$ cat src/rtl/pipe_ctrl_if.sv
// Front-end control bundle between execute/memory stages and the PC/IF-ID sequencer.
// Optional interrupt signals exist only when PIPE_CTRL_IRQ_EN is defined.
interface pipe_ctrl_if #(
  parameter int ADDR_W = 32
);
  logic              ex_jump_en_i;
  logic [ADDR_W-1:0] ex_jump_addr_i;
  logic              ex_hold_i;
  logic              mem_hold_i;
  logic              hold_flag_o;
  logic              jump_en_o;
  logic [ADDR_W-1:0] jump_addr_o;
  logic              flush_o;
`ifdef PIPE_CTRL_IRQ_EN
  logic              irq_req_i;
  logic [ADDR_W-1:0] irq_vec_i;
  logic [ADDR_W-1:0] pc_i;
  logic              irq_ack_o;
  logic [ADDR_W-1:0] epc_o;
`endif

  modport master (
    output ex_jump_en_i, ex_jump_addr_i, ex_hold_i, mem_hold_i,
`ifdef PIPE_CTRL_IRQ_EN
    output irq_req_i, irq_vec_i, pc_i,
    input  irq_ack_o, epc_o,
`endif
    input  hold_flag_o, jump_en_o, jump_addr_o, flush_o
  );

  modport slave (
    input  ex_jump_en_i, ex_jump_addr_i, ex_hold_i, mem_hold_i,
`ifdef PIPE_CTRL_IRQ_EN
    input  irq_req_i, irq_vec_i, pc_i,
    output irq_ack_o, epc_o,
`endif
    output hold_flag_o, jump_en_o, jump_addr_o, flush_o
  );
endinterface

$ cat src/rtl/pipe_ctrl.sv
// PC / IF-ID sequencing controller: merges redirects and holds, inserts flush bubbles.
// Optional interrupt entry is enabled by defining PIPE_CTRL_IRQ_EN.
module pipe_ctrl #(
  parameter int ADDR_W       = 32,
  parameter int FLUSH_CYCLES = 2
) (
  input logic       clk,
  input logic       rst,
  pipe_ctrl_if.slave bus
);
  typedef enum logic [1:0] {
    RUN      = 2'd0,
    REDIRECT = 2'd1,
    FLUSH    = 2'd2
  } state_t;

  state_t            state;
  logic [ADDR_W-1:0] pend_addr;
  logic [3:0]        flush_cnt;
  logic              in_redirect;

  assign in_redirect     = (state == REDIRECT);
  // Hold is combinational so a stall freezes the PC in the cycle it is raised.
  assign bus.hold_flag_o = bus.ex_hold_i | bus.mem_hold_i | in_redirect;
  assign bus.jump_en_o   = in_redirect & ~bus.mem_hold_i;
  assign bus.flush_o     = (state != RUN);
  assign bus.jump_addr_o = pend_addr;

`ifdef PIPE_CTRL_IRQ_EN
  logic              irq_taken;
  logic [ADDR_W-1:0] epc;
  logic              irq_accept;

  assign irq_accept    = bus.irq_req_i & ~bus.ex_hold_i & ~bus.mem_hold_i;
  assign bus.irq_ack_o = bus.jump_en_o & irq_taken;
  assign bus.epc_o     = epc;
`endif

  always_ff @(posedge clk) begin
    if (rst) begin
      state     <= RUN;
      pend_addr <= '0;
      flush_cnt <= '0;
`ifdef PIPE_CTRL_IRQ_EN
      irq_taken <= 1'b0;
      epc       <= '0;
`endif
    end else begin
      case (state)
        RUN: begin
          if (bus.ex_jump_en_i) begin
            pend_addr <= bus.ex_jump_addr_i;
            state     <= REDIRECT;
`ifdef PIPE_CTRL_IRQ_EN
            irq_taken <= 1'b0;
          end else if (irq_accept) begin
            pend_addr <= bus.irq_vec_i;
            epc       <= bus.pc_i;
            irq_taken <= 1'b1;
            state     <= REDIRECT;
`endif
          end
        end
        REDIRECT: begin
          // Younger redirects arriving here are wrong-path and dropped.
          if (!bus.mem_hold_i) begin
            if (FLUSH_CYCLES == 0) begin
              state <= RUN;
            end else begin
              state     <= FLUSH;
              flush_cnt <= 4'(FLUSH_CYCLES);
            end
          end
        end
        FLUSH: begin
          if (!bus.mem_hold_i) begin
            if (flush_cnt == 4'd1) begin
              state     <= RUN;
              flush_cnt <= '0;
            end else begin
              flush_cnt <= flush_cnt - 4'd1;
            end
          end
        end
        default: state <= RUN;
      endcase
    end
  end
endmodule

$ cat src/flat_wrapper.sv
// flat-port wrapper written by rule: the top's interface ports become plain ports
module pipe_ctrl_flat 
#(
  parameter int ADDR_W       = 32,
  parameter int FLUSH_CYCLES = 2
)
  (clk, rst, bus_ex_jump_en_i, bus_ex_jump_addr_i, bus_ex_hold_i, bus_mem_hold_i, bus_hold_flag_o, bus_jump_en_o, bus_jump_addr_o, bus_flush_o);
  pipe_ctrl_if #(.ADDR_W(ADDR_W)) bus_i ();
  input logic clk;
  input logic rst;
  input wire logic [$bits(bus_i.ex_jump_en_i)-1:0] bus_ex_jump_en_i;
  input wire logic [$bits(bus_i.ex_jump_addr_i)-1:0] bus_ex_jump_addr_i;
  input wire logic [$bits(bus_i.ex_hold_i)-1:0] bus_ex_hold_i;
  input wire logic [$bits(bus_i.mem_hold_i)-1:0] bus_mem_hold_i;
  output wire logic [$bits(bus_i.hold_flag_o)-1:0] bus_hold_flag_o;
  output wire logic [$bits(bus_i.jump_en_o)-1:0] bus_jump_en_o;
  output wire logic [$bits(bus_i.jump_addr_o)-1:0] bus_jump_addr_o;
  output wire logic [$bits(bus_i.flush_o)-1:0] bus_flush_o;
  assign bus_i.ex_jump_en_i = bus_ex_jump_en_i;
  assign bus_i.ex_jump_addr_i = bus_ex_jump_addr_i;
  assign bus_i.ex_hold_i = bus_ex_hold_i;
  assign bus_i.mem_hold_i = bus_mem_hold_i;
  assign bus_hold_flag_o = bus_i.hold_flag_o;
  assign bus_jump_en_o = bus_i.jump_en_o;
  assign bus_jump_addr_o = bus_i.jump_addr_o;
  assign bus_flush_o = bus_i.flush_o;
  pipe_ctrl #(.ADDR_W(ADDR_W), .FLUSH_CYCLES(FLUSH_CYCLES)) u_core (.clk(clk), .rst(rst), .bus(bus_i));
endmodule
$ cat config.mk
export PLATFORM = sky130hd
export DESIGN_NAME = pipe_ctrl_flat
export DESIGN_NICKNAME = d
export VERILOG_FILES = /design/src/rtl/pipe_ctrl_if.sv /design/src/rtl/pipe_ctrl.sv /design/src/flat_wrapper.sv
export SDC_FILE = /design/constraint.sdc
export NUM_CORES = 1
export LEC_CHECK = 0
export ABC_AREA = 1
export BUFFER_PORTS_ARGS = -buffer_cell sky130_fd_sc_hd__buf_2
export CORE_MARGIN = 5
export CORE_UTILIZATION = 50
export CTS_CLUSTER_DIAMETER = 200
export CTS_CLUSTER_SIZE = 25
export DETAILED_ROUTE_END_ITERATION = 6
export MAX_ROUTING_LAYER = met4
export PLACE_DENSITY = 0.82
export SETUP_SLACK_MARGIN = 0.4
export SLEW_MARGIN = 20
export SYNTH_ARGS = -nofsm -noshare
export SYNTH_HDL_FRONTEND = slang
export SYNTH_SLANG_ARGS = --single-unit
$ cat constraint.sdc
create_clock -name clk -period 2.25 [get_ports clk]
set_clock_uncertainty 0.2 [all_clocks]
set_input_delay 0.225 -clock clk [delete_from_list [all_inputs] [get_ports clk]]
set_output_delay 0.225 -clock clk [all_outputs]
set_load 0.1 [all_outputs]
# After elaboration in Yosys (flattened, before gate mapping)
# Index checks and enable logic that the tools add are counted.
# totals
ram_bits	0
reg_bits	38
latch_bits	0
memories	0
romBits	0
output_inout_bits	35
wordCells	30
input_bits	37
# classes
n_eq_ne	7
n_shift	0
n_bitwise	4
magnitude_cmp	0
reduce_logical	6
add_sub_neg	1
mul	0
n_mux	9
div	0
# op_table
cell	n
two-way mux 4 bit	3
two-way mux 2 bit	4
case mux 4 bit (2 select lines)	1
!= test 2 bit, second input constant	3
case mux 2 bit (3 select lines)	1
equality test 4 x 1 -> 1 bit, second input constant	1
AND reduction 4 bit	1
nonzero test 2 bit	2
subtractor 4 x 1 -> 4 bit, second input constant	1
AND reduction 3 bit	1
equality test 2 x 1 -> 1 bit, second input constant	1
equality test 2 bit, second input constant	1
zero test 2 bit	1
!= test 2 x 1 -> 1 bit, second input constant	1
OR 1 bit	2
AND reduction 2 bit	1
bitwise AND 1 bit	1
NOT 1 bit	1

# Depth between registers and ports, before layout
# logic_depth
word_depth	4
mapped_depth	9
depth_no_buf	9

# Worst setup path before layout
# OpenSTA, ideal clock, no wires.
# synth_path
path_kind	reg-to-reg
start	register u_core.state[1]
end	register u_core.state[1]
path_stages_with_launch	6
required_time_ns	1.979
setup_time_ns	0.071
synth_period_minus_slack_ns	2.300
n_path_buf	0
slack_ns	-0.050
arrival_time_ns	2.029
cell_sequence	dfxtp_1 > inv_2 > nand2_1 > nor2_1 > inv_1 > a21oi_1
# synth_between
elab_chain_cells	3
word_cells_on_any_way	9
cone_classes	eq/ne (6); mux (1); reduce/logical (2)
# synth_lines
item	line_no	source
start, declared	pipe_ctrl.sv:17	state_t state;
start signal, assigned	pipe_ctrl.sv:41	state <= RUN;
start signal, assigned	pipe_ctrl.sv:53	state <= REDIRECT;
start signal, assigned	pipe_ctrl.sv:68	state <= RUN;
equality test 2 bit, or another cell as far along	pipe_ctrl.sv:49	case (state)
!= test 2 x 1 -> 1 bit (no source line) / != test 2 bit (equally long branches)	--	
AND reduction 4 bit (no source line)	--	
# Parallel ways exist; a longest one is shown, timed or not.
# A chain may end at the register's enable or synchronous reset.

# Worst setup path in the final report
# layout_path
start	register u_core.state[1]
end	output bus_jump_en_o
# layout_between
elab_chain_cells	2
# layout_lines
item	line_no	source
equality test 2 x 1 -> 1 bit	pipe_ctrl.sv:22	assign in_redirect = (state == REDIRECT);
bitwise AND 1 bit	pipe_ctrl.sv:25	assign bus.jump_en_o = in_redirect & ~bus.mem_hold_i;
end, declared	flat_wrapper.sv:16	output wire logic [$bits(bus_i.jump_en_o)-1:0] bus_jump_en_o;
# No other way between the ends.

==> results.txt <==
----------------------------------------------------
[Pwr]
  Leak Pwr ... 1.27 nW
  NetSw ... 0.000748 W
  Proportion of power drawn by the clock network ... 25.6%
  Part of the total power dissipated in combinational logic ... 34.9%
  Maximum ir drop on the vdd rail ... 416 µV
  Sw Share ... 39.8%
  Sequential fraction of design power ... 39.6%
  Total internal power ... 0.00113 W
  Power density cells ... 712 nW/µm²

[Critical path]
  Critical Path End ... bus_jump_en_o
  FF-to-FF End ... u_core.bus.jump_addr_o[0]
  Top delay family on crit path ... buffers and inverters
  Number of logic stages on the critical path including buffering ... 4
  Nature of the critical path startpoint ... register
  Kind of critical path ... register to primary output
  Data required, critical path ... 1.82 ns
  CP max stage cell ... dfxtp_1
  Crit path arrival time ... 1.27 ns
  CP Capture Type ... primary output
  R2R setup slack ... 0.77 ns
  Bufs and invs on worst path ... 2
  Worst Path Max Fanout ... 4
  Launching element of the worst setup path ... u_core.state[1]
  Series of cell instances along the critical path ... inv_2, nand2_1, nor2_2, clkbuf_4
  FF-to-FF path depth ... 5
  Crit path largest cell delay ... 0.33 ns
  Startpoint of the most critical register-to-register path ... u_core.state[1]

[Clock network]
  Num CTS Buffers ... 5
  Clock root buffer ... clkbuf_8
  Buffer depth of the longest clock path ... 2
  CTS tree ... yes
  Number of sinks driven by the clock tree ... 38
  Clock edge transition at the registers on the reported setup and hold paths ... 0.08 ns
  Clk_lat worst skew ... 0.29 ns
  Number of H-tree branching levels ... 2
  Number of setup buffers added after CTS ... 0

[Logic synthesis]
  Post-synthesis instance area ... 1860 µm²
  Count of cell types in the netlist ... 19
  Share of synthesized area occupied by flip-flops and latches ... 40.8%
  Mapped Cells ... 192
  #FFs+latches synth ... 38
  Number of warnings reported in the yosys synthesis log ... 0
  Synthesized area divided by synthesized cell count ... 9.70 µm²
  Synthesized netlist net count ... 231

[STA]
  Count of endpoints failing setup in the final report ... 0
  Final sum of negative setup slack ... 0 ns
  Max Clock Freq ... 591 MHz
  Final Worst Setup Slack ... 0.559 ns
  Transition time at the pin with the least slew margin ... 0.600 ns
  Count of pins over their slew limit ... 0
  Worst max-slew margin expressed relative to the limit ... 60.0%
  Fraction of the cycle the final worst path needs ... 75.1%
  RSZ-0062 raised after global routing ... false
  Number of hold violations in the final report ... 0
  Final worst path period need ... 1.69 ns

[Die]
  I/O pin cnt ... 72
  Core Footprint ... 3630 µm²
  Initial core utilization ... 51.3%
  Die area ... 5050 µm²
  Number of cell rows ... 22
  Die span in x ... 71.0 µm
  Height of the chip ... 71.0 µm

[Layout]
  Syn-to-layout area delta ... 41.4%
  Share of cells above drive strength 1 ... 52.5%
  Count of inserted antenna diode cells ... 0
  Final Util ... 72.5%
  Number of nets in the final layout ... 333

[Placed design]
  DP Wirelength ... 2710 µm
  Pre-CTS setup slack ... 0.774 ns
  I/O Buffers ... 71
  Routability congestion estimate ... 0.819

[Routing]
  Number of design rule violations left after detail routing ... 0
  Antenna-violating nets left ... 0
  Detailed-router iteration count before antenna repair ... 4
  Total wire length after detailed routing ... 4480 µm
  Total number of vias ... 1579
  Initial detailed-routing violation count ... 95
  Via/cell ratio ... 4.60
  Mean routed wirelength per cell ... 13.1 µm

[GRT]
  Number of antenna violations at the first check in global routing ... 0
  Gr usage total ... 18.4%
  First-pass GRT wire length ... 7140 µm
  Global route total overflow ... 0
  Maximum number of pins on one net before global-route repair ... 34
  Number of global-route vias before repair ... 1572

[Worst hold path]
  Worst min-delay path category ... primary input to register

[Flow run]
  Max-cap violations ... 0

[Run status]
  Status ... finished, final reports clean

----------------------------------------------------
==> per-layer routing <==
metal  part of all wire [%]  vias to the layer above  global-route usage (%)  wire length (µm)
met4                    2.5                        0                    7.31               114
met1                     41                      705                    19.6              1830
li1                       -                      808                       -                 -
met3                    5.5                       13                    4.83               245
met2                     51                       53                    32.2              2290
met5                      0                        -                       -                 0
==> worst min-delay path: stages <==
cell and delay (ns):
buf_2 0.13, nand3_1 0.08, a21oi_1 0.06
==> flip-flops by register name (all words and copies together), names as in the netlist <==
name,cells
u_core.bus.jump_addr_o,32
u_core.flush_cnt,4
u_core.state,2
==> cells in the mapped netlist <==
cell type	count	share of area [%]
nand2_1	44	8.9
dfxtp_1	38	41
a21oi_2	31	15
nand2_4	31	19
buf_2	7	1.9
inv_1	7	1.4
nor2_1	7	1.4
a21oi_1	5	1.3
buf_12	3	3.2
inv_2	3	0.60
nor2_2	3	1.0
o21bai_1	3	1.2
ha_1	2	1.3
nand2_2	2	0.67
nand3_1	2	0.54
a211oi_1	1	0.40
inv_6	1	0.47
nand3_2	1	0.54
nand3_4	1	0.94
==> cells in the final DEF (no fill, tap or decap), drive strengths merged <==
cell type | synthesis | final
a211oi | 1 | 1
a21oi | 36 | 36
buf | 10 | 71
clkbuf | 0 | 8
clkinv | 0 | 1
clkinvlp | 0 | 1
dfxtp | 38 | 38
dlygate4sd3 | 0 | 32
ha | 2 | 2
inv | 11 | 11
nand2 | 77 | 77
nand3 | 4 | 4
nor2 | 10 | 10
o21bai | 3 | 3
==> per-stage QoR <==
stage / hold WS [ns] / total power, W / area, µm² / instances
6_report: 0.0523 / 0.00188 / 2630 / 343
5_1_grt: 0.0449 / 0.00196 / 2630 / 343
4_1_cts: 0.0451 / 0.00188 / 2630 / 343
3_5_place_dp: 0.255 / 0.00137 / 2210 / 303
3_3_place_gp: 0.253 / 0.00136 / 2210 / 303
2_1_floorplan: 0.154 / 0.00127 / 1870 / 192
==> logic make-up after synthesis <==
logic type / synth area share, %
compound gates: 17.5
buf+inv: 7.59
fa+ha+maj: 1.34
flops: 40.8
simple gates: 32.7
==> final cells by class <==
| cell class | count | area, µm² |
|---|---|---|
| sequential | 38 | 761 |
| clock inverter | 2 | 12.5 |
| fill | 275 | 1000 |
| tap | 48 | 60.1 |
| multi-input combinational | 133 | 963 |
| timing repair buffer | 105 | 708 |
| clock buffer | 6 | 82.6 |
| inverter | 11 | 46.3 |
==> power by group through the flow <==
stage	sequential, W	combinational, W	clock [W]
after global routing	0.000748	0.000687	0.000521
final	0.000742	0.000654	0.000480
after detailed placement	0.000757	0.000609	0
after global placement	0.000756	0.000603	0
after CTS	0.000742	0.000652	0.000490
after floorplan	0.00102	0.000243	0
==> repair_timing <==
item	CTS	global route
hold buffers	32	0
gates resized for setup	0	2
setup endpoints to repair	0	2
hold endpoints to repair	32	0
==> how the worst min path moves through the flow <==
stage | start | end | slack [ns] | cells past startpoint
2_1_floorplan | bus_ex_jump_addr_i[10] | u_core.bus.jump_addr_o[10] | 0.15 | 2
3_3_place_gp | u_core.bus.jump_addr_o[1] | u_core.bus.jump_addr_o[1] | 0.25 | 2
3_5_place_dp | u_core.bus.jump_addr_o[1] | u_core.bus.jump_addr_o[1] | 0.26 | 2
4_1_cts | bus_mem_hold_i | u_core.state[0] | 0.05 | 3
5_1_grt | bus_mem_hold_i | u_core.state[0] | 0.04 | 3
6_report | bus_mem_hold_i | u_core.state[0] | 0.05 | 3
Note: power is estimated with default switching activity, not from simulation.
